`config.mk`:
```
export PLATFORM = sky130hd
export DESIGN_NAME = button_debouncer
export DESIGN_NICKNAME = d
export VERILOG_FILES = /design/src/rtl/debounce_pkg.sv /design/src/rtl/signal_synchronizer.sv /design/src/rtl/button_debouncer.sv
export SDC_FILE = /design/constraint.sdc
export NUM_CORES = 1
export LEC_CHECK = 0
export ABC_CLOCK_PERIOD_IN_PS = 2300
export CAP_MARGIN = 10
export CORE_ASPECT_RATIO = 1.2
export CORE_MARGIN = 2
export CORE_UTILIZATION = 52
export CTS_CLUSTER_SIZE = 20
export DETAILED_ROUTE_END_ITERATION = 8
export PLACE_DENSITY_LB_ADDON = 0.3
export SYNTH_ARGS = -nofsm -noshare
export SYNTH_HDL_FRONTEND = slang
export SYNTH_SLANG_ARGS = --single-unit
```
`constraint.sdc`:
```
create_clock -name clk -period 2.3 [get_ports clk]
set_clock_uncertainty 0.2 [all_clocks]
set_input_delay 0.69 -clock clk [delete_from_list [all_inputs] [get_ports clk]]
set_output_delay 0.69 -clock clk [all_outputs]
set_load 0.02 [all_outputs]
```
`src/rtl/debounce_pkg.sv`:
```
// Shared definitions for the debounce FSM: state encoding and counter sizing.
package debounce_pkg;

    typedef enum logic [1:0] {
        STABLE_LO = 2'd0,
        WAIT_HI   = 2'd1,
        STABLE_HI = 2'd2,
        WAIT_LO   = 2'd3
    } state_t;

    // A one-cycle debounce still needs a 1-bit counter to hold zero.
    function automatic int cnt_width(input int cycles);
        return (cycles <= 2) ? 1 : $clog2(cycles);
    endfunction

endpackage

```
`src/rtl/signal_synchronizer.sv`:
```
// Multi-flop synchronizer for an asynchronous level; q is the last stage.
module signal_synchronizer #(
    parameter int   STAGES      = 2,
    parameter logic RESET_LEVEL = 1'b0
) (
    input  logic clk,
    input  logic rst,
    input  logic d,
    output logic q
);

    logic [STAGES-1:0] r_sync;

    always_ff @(posedge clk) begin
        if (rst) begin
            r_sync <= {STAGES{RESET_LEVEL}};
        end else begin
            r_sync <= {r_sync[STAGES-2:0], d};
        end
    end

    assign q = r_sync[STAGES-1];

endmodule

```
`src/rtl/button_debouncer.sv`:
```
// Debounces a raw button level: synchronize, then accept a new level only
// after it has been steady for DEBOUNCE_CYCLES cycles.
module button_debouncer
    import debounce_pkg::*;
#(
    parameter int   DEBOUNCE_CYCLES = 1_000_000,
    parameter int   SYNC_STAGES     = 2,
    parameter logic RESET_LEVEL     = 1'b0
) (
    input  logic clk,
    input  logic rst,
    input  logic btn_in,
    output logic btn_out,
    output logic settling
);

    localparam int              CW          = cnt_width(DEBOUNCE_CYCLES);
    localparam logic [CW-1:0]   CNT_TC      = CW'(DEBOUNCE_CYCLES - 1);
    localparam state_t          RESET_STATE = RESET_LEVEL ? STABLE_HI : STABLE_LO;

    logic          w_s;
    state_t        r_state,   w_state_nxt;
    logic [CW-1:0] r_cnt,     w_cnt_nxt;
    logic          r_btn_out, w_btn_nxt;
    logic          r_settling;

    signal_synchronizer #(
        .STAGES      (SYNC_STAGES),
        .RESET_LEVEL (RESET_LEVEL)
    ) u_sync (
        .clk (clk),
        .rst (rst),
        .d   (btn_in),
        .q   (w_s)
    );

    always_ff @(posedge clk) begin
        if (rst) begin
            r_state    <= RESET_STATE;
            r_cnt      <= '0;
            r_btn_out  <= RESET_LEVEL;
            r_settling <= 1'b0;
        end else begin
            r_state    <= w_state_nxt;
            r_cnt      <= w_cnt_nxt;
            r_btn_out  <= w_btn_nxt;
            r_settling <= (w_state_nxt == WAIT_HI) || (w_state_nxt == WAIT_LO);
        end
    end

    // A return to the accepted level is checked before terminal count, so it wins the tie.
    always_comb begin
        w_state_nxt = r_state;
        w_cnt_nxt   = r_cnt;
        w_btn_nxt   = r_btn_out;
        case (r_state)
            STABLE_LO: begin
                if (w_s) begin
                    w_state_nxt = WAIT_HI;
                    w_cnt_nxt   = '0;
                end
            end
            WAIT_HI: begin
                if (!w_s) begin
                    w_state_nxt = STABLE_LO;
                    w_cnt_nxt   = '0;
                end else if (r_cnt == CNT_TC) begin
                    w_state_nxt = STABLE_HI;
                    w_btn_nxt   = 1'b1;
                    w_cnt_nxt   = '0;
                end else begin
                    w_cnt_nxt = r_cnt + CW'(1);
                end
            end
            STABLE_HI: begin
                if (!w_s) begin
                    w_state_nxt = WAIT_LO;
                    w_cnt_nxt   = '0;
                end
            end
            WAIT_LO: begin
                if (w_s) begin
                    w_state_nxt = STABLE_HI;
                    w_cnt_nxt   = '0;
                end else if (r_cnt == CNT_TC) begin
                    w_state_nxt = STABLE_LO;
                    w_btn_nxt   = 1'b0;
                    w_cnt_nxt   = '0;
                end else begin
                    w_cnt_nxt = r_cnt + CW'(1);
                end
            end
            default: begin
                w_state_nxt = RESET_STATE;
                w_cnt_nxt   = '0;
            end
        endcase
    end

    assign btn_out  = r_btn_out;
    assign settling = r_settling;

endmodule

```
Word level (Yosys, flattened, before mapping)
Index checks and enable logic that the tools add are counted.
Widths: inputs -> output; s select.
{ "word_totals": {"word_cells": 41, "output_inout_bits": 2, "inputBits": 3, "register_bits": 26} }
{ "op_classes": {"eq_ne": 12, "muxes": 18, "addsub": 1, "reduce_logical": 5} }
{ "op_table": {"columns": ["cell", "count"], "rows": [
  ["$mux 20", 5],
  ["$pmux 20 s4", 1],
  ["$add 20x1->20 const B", 1],
  ["$eq 20x20->1 const B", 1],
  ["$mux 2", 6],
  ["$ne 2x2->1 const B", 4],
  ["$pmux 2 s4", 1],
  ["$eq 2x2->1 const B", 3],
  ["$reduce_and 5->1", 1],
  ["$eq 2x1->1 const B", 2],
  ["$mux 1", 4],
  ["$ne 2x1->1 const B", 2],
  ["$logic_not 2->1", 1],
  ["$pmux 1 s2", 1],
  ["$reduce_and 2->1", 1],
  ["$reduce_bool 2->1", 1],
  ["$logic_or 1x1->1", 1]
]} }

Depth between registers and ports, before layout
{ "depth": {"word_depth": 6, "mapped_depth": 8, "ltp_nobuf": 6} }

Modules after synthesis
From an unflattened synthesis, not the netlist that was laid out.
{ "unflattened": {"hier_cells": 138, "area_unflattened_um2": 1237.4} }
{ "modules_own_cells": {"columns": ["module", "area_per_inst_um2", "seq_area_each_um2", "cells_per_inst", "n_inst"], "rows": [
  ["button_debouncer", 1184.9, 460.4, 134, 1],
  ["signal_synchronizer", 52.6, 40.0, 4, 1]
]} }

Worst setup path before layout
Ideal clock, no wire load.
{ "synth_timing": {"path_type": "reg-to-reg", "from": "reg r_cnt[0]", "to": "reg r_cnt[13]", "period_less_slack_ns": 2.146, "setup_time_ns": 0.120, "path_buffers": 1, "t_arrival_ns": 1.826, "required_ns": 1.980, "setup_slack_ns": 0.154, "stages_incl_launch_ff": 8, "path_cell_list": "dfxtp_1 -> ha_1 -> nand3_1 -> nor4_1 -> a211oi_2 -> buf_6 -> nor3b_1 -> a211o_1"} }
{ "synth_via": {"elab_chain_cells": 4, "elab_cells_between_ends": 6, "classes_between": "add/sub (1); eq/ne (1); mux (4)"} }
{ "synth_lines": {"columns": ["element", "line_no", "source"], "rows": [
  ["start, declared", "button_debouncer.sv:23", "logic [CW-1:0] r_cnt, w_cnt_nxt;"],
  ["start signal, assigned", "button_debouncer.sv:45", "r_cnt <= w_cnt_nxt;"],
  ["$add 20x1->20 or $eq 20x20->1 (tied branches)", null, null],
  ["$mux 20 (*)", "button_debouncer.sv:67, button_debouncer.sv:85", null],
  ["$mux 20, on equally long branches", "button_debouncer.sv:82, button_debouncer.sv:64", null],
  ["$pmux 20 s4 (*)", "button_debouncer.sv:56", "case (r_state)"]
]} }
Every way passes the cells marked *; elsewhere a longest branch is shown, timed or not.
A chain may end at the register's enable or synchronous reset.

Final worst setup path
{ "layout_timing": {"from": "reg r_btn_out, in the netlist btn_out", "to": "out btn_out"} }
{ "layout_lines": {"columns": ["element", "line_no", "source"], "rows": [
  ["start, declared", "button_debouncer.sv:24", "logic r_btn_out, w_btn_nxt;"],
  ["start signal, assigned", "button_debouncer.sv:46", "r_btn_out <= w_btn_nxt;"],
  ["end, declared", "button_debouncer.sv:13", "output logic btn_out,"]
]} }
No word-level cell between the ends.

==> results.txt <==
- Run status: finished clean
- Of the total synthesized cell area, the portion taken by XOR and XNOR cells is 0.0210.
- Area contributors post-synth: sky130_fd_sc_hd__dfxtp_1 40%, sky130_fd_sc_hd__a31oi_1 6.0%, sky130_fd_sc_hd__nand3_1 4.8%
- Once layout is complete, the cells apart from fillers number 186.
* Worst path bufs/invs: 1
- Port Buffer Count: 4
- Main combinational cell family by area after synthesis: simple AND/OR/NAND/NOR gates
- Count of unresolved DRC violations after routing: 0
- For the worst-skew pair, the clock arrives at the later sink with an insertion delay of 0.31 ns.
* Critical path endpoint category: primary output
- Final estimated routing congestion in global placement: 0.830
* CP max-delay cell: sky130_fd_sc_hd__clkdlybuf4s50_1
* Top cells by instance count after synthesis: 25 x sky130_fd_sc_hd__dfxtp_1, 16 x sky130_fd_sc_hd__nand2_1, 12 x sky130_fd_sc_hd__a31oi_1, 12 x sky130_fd_sc_hd__nand3_1
- The number of clock buffers added by TritonCTS is 3.
- During synthesis, Yosys emitted a total of 0 warnings.
* Area growth from synthesis to final layout: 14.9%
- Ratio of total power to cell area: 463 nW/um^2
- Number of hold violations in the final report: 0
* Worst reg2reg setup slack: 0.14 ns
- For this design the static power due to leakage is 0.534 nW.
- Initial antenna violation count: 0
* Number of slew-limit violations in the final report: 0
- Total of flip-flops plus latches after synthesis: 25
* Total routing usage reported by global routing: 0.197
- Of the available clock period, the critical path in the final layout requires 0.948.
* Dominant cell by count in the synthesized netlist: sky130_fd_sc_hd__dfxtp_1
- A synthesized cell averages 8.94 sq um.
- Summed over all nets, the half-perimeter wirelength after detailed placement is 1940 um.
* Post-synth ARST share: 0
* Final antenna-violating net count: 0
- After floorplanning, the core was sized to cover 2280 sq um.
- In this run the core area contains 19 standard-cell rows.
- Wires add up to 2610 um.
- The number of placed instances, taps included, is 182.
- 0 antenna diodes ended up in the layout.
- STA puts the critical path data arrival time at 1.29 ns.
- Transition time at the pin with the least slew margin: 0.665 ns
* Final-layout worst hold slack: 0.275 ns
- Number of enable-type register cells in the synthesized netlist: 0
- Starting Density: 0.548
* Worst supply voltage drop on vdd: 497 uV
* Setup violations, final: 0
- The tree is rooted in a sky130_fd_sc_hd__clkbuf_4.
- Wire length of the first global-routing pass: 4410 um
- Chip Width: 48.8 um
- Timing would allow up to 0.458 GHz.
* Filler cell count: 221
- Unique cell type count in the Yosys netlist: 39
- The worst setup path is launched from a flip-flop.
* Multiplexer area fraction after synthesis: 0.0320
- Share of synthesized cell area in and, or, nand and nor gates: 0.316
* Setup repair after global routing missed its margin: false
- Cell chain of the critical path: clkdlybuf4s50_1
- Number of global-route vias before repair: 1,032
* Final WS setup: 0.119 ns
- PnR Total Power: 0.666 mW
- Of the post-synthesis cell area, the dominant cell type holds 0.400.
* Cell taking the most area after synthesis: sky130_fd_sc_hd__dfxtp_1
- Die Y: 57.7 um
- Final period demand of the worst path: 2.18 ns
- Compound-cell area share of the yosys netlist: 0.182
- DRC violation total after the first TritonRoute iteration: 16
* Post-cts hold buffer count: 0
- Average vias per placed instance: 5.92
- Counting every instance in the synthesized netlist gives 140.
* Post-Syn Area: 1250 sq um
- In the final layout, the share of cells above drive strength 1 is 0.161.
* Syn Nets: 144
- Across the run, the number of max-cap violations was 0.
* Req. time, crit path: 1.41 ns
- Of the synthesized area, sequential elements account for 0.400.
* Worst slack, placed: -0.274 ns
- Length of the first detailed-routing pass in iterations: 4
* Type of the most critical hold path: reg -> reg
- Of the total synthesized cell area, the portion taken by full adders, half adders and majority gates is 0.0100.
* Delay-heaviest family, CP: buffers and inverters
- Die area: 2820 sq um
- Rel. slew slack: 0.554
* TritonCTS clock tree: built
* Buffers from clock root to sink, at most: 2
* Clock-pin slew on the worst setup and hold paths: 0.13 ns
- The largest single stage delay on the critical path is 0.61 ns.
- Post-Route Utilization: 0.630
* Number of top-level pins: 5
- For this run the aggregate overflow at the end of global routing stands at 0.
* Class of the most critical setup path: reg -> out
- Among all flip-flop cells after synthesis, the most frequent one is sky130_fd_sc_hd__dfxtp_1.
* Worst-path maximum fanout: 3
- Count of clock tree sinks: 25
- For this block, the via count after detailed routing is 1,101.
- Entering global routing, the biggest net connects 31 pins.
* Layout Nets: 160
- Routed length per instance: 14.0 um
- CTS H-Tree Depth: 1
[power by group]
| group | leakage [nW] | total (mW) | internal, mW | switching [mW] |
|---|---|---|---|---|
| sequential | 0.202 | 0.440 | 0.437 | 0.00325 |
| clock | 0.0177 | 0.189 | 0.0650 | 0.124 |
| combinational | 0.314 | 0.0372 | 0.0161 | 0.0211 |
| total | 0.534 | 0.666 | 0.518 | 0.148 |
[sequential cells by signal, summed over array words and instances, names as in the netlist]
signal	flops
u_sync.r_sync	2
btn_out	1
settling	1
r_cnt	20
r_state	1
[final cells by class]
class                      count  area (sq um)  area share
tap                           31          38.8      0.0270
sequential                    25           500       0.348
inverter                       2          7.51     0.00522
multi-input combinational    108           718       0.500
clock buffer                   3          22.5      0.0157
clock inverter                 1          5.00     0.00348
timing repair buffer          16           145       0.101
[final timing paths]
check                      to              from  depth (start not counted)
max                   btn_out           btn_out                          1
min reg2reg  u_sync.r_sync[1]  u_sync.r_sync[0]                          1
max reg2reg         r_cnt[13]         r_cnt[10]                          6
min          u_sync.r_sync[1]  u_sync.r_sync[0]                          1
[cell families after synthesis]
logic type,count (synthesis)
AOI/OAI and AO/OA,34
xor gates and xnor gates,3
adders and majority gates,1
buffers and inverters,7
DFF,25
muxes,4
and+or+nand+nor,66
[through the flow]
step	area [sq um]	TNS, ns
floorplan	1250	0
global route	1440	0
CTS	1420	0
detailed placement	1390	-2.29
global placement	1390	-1.40
finish	1440	0
[cell usage in the layout (no fill, tap or decap), types with 2 or more instances in the layout]
master                             n
sky130_fd_sc_hd__nand3_1          11
sky130_fd_sc_hd__a31oi_1          12
sky130_fd_sc_hd__xor2_1            2
sky130_fd_sc_hd__o21ai_0           2
sky130_fd_sc_hd__and3_1            4
sky130_fd_sc_hd__clkbuf_4          3
sky130_fd_sc_hd__inv_1             2
sky130_fd_sc_hd__nand2_1          16
sky130_fd_sc_hd__nor3_1            2
sky130_fd_sc_hd__nor2b_1           2
sky130_fd_sc_hd__buf_4            11
sky130_fd_sc_hd__dfxtp_1          25
sky130_fd_sc_hd__a21o_1            2
sky130_fd_sc_hd__mux2i_1           4
sky130_fd_sc_hd__clkdlybuf4s50_1   3
sky130_fd_sc_hd__a22o_1            4
sky130_fd_sc_hd__nor2_1            8
sky130_fd_sc_hd__nand3b_1          2
sky130_fd_sc_hd__a21oi_1           8
sky130_fd_sc_hd__nor4_2            2
sky130_fd_sc_hd__and4_1            4
sky130_fd_sc_hd__nand2b_1          4
[what timing repair did]
| item | 4_1_cts | 5_1_grt |
|---|---|---|
| resized for setup | 0 | 4 |
| endpoints found under the setup margin | 0 | 10 |
| buffers inserted | 0 | 0 |
[routing by layer]
metal | global-route usage | wire length (um)
met5 | 0 | 0
met4 | 0.0490 | 27
met3 | 0.0309 | 63
met2 | 0.387 | 1390
met1 | 0.220 | 1130
Note: power is estimated with default switching activity, not from simulation.
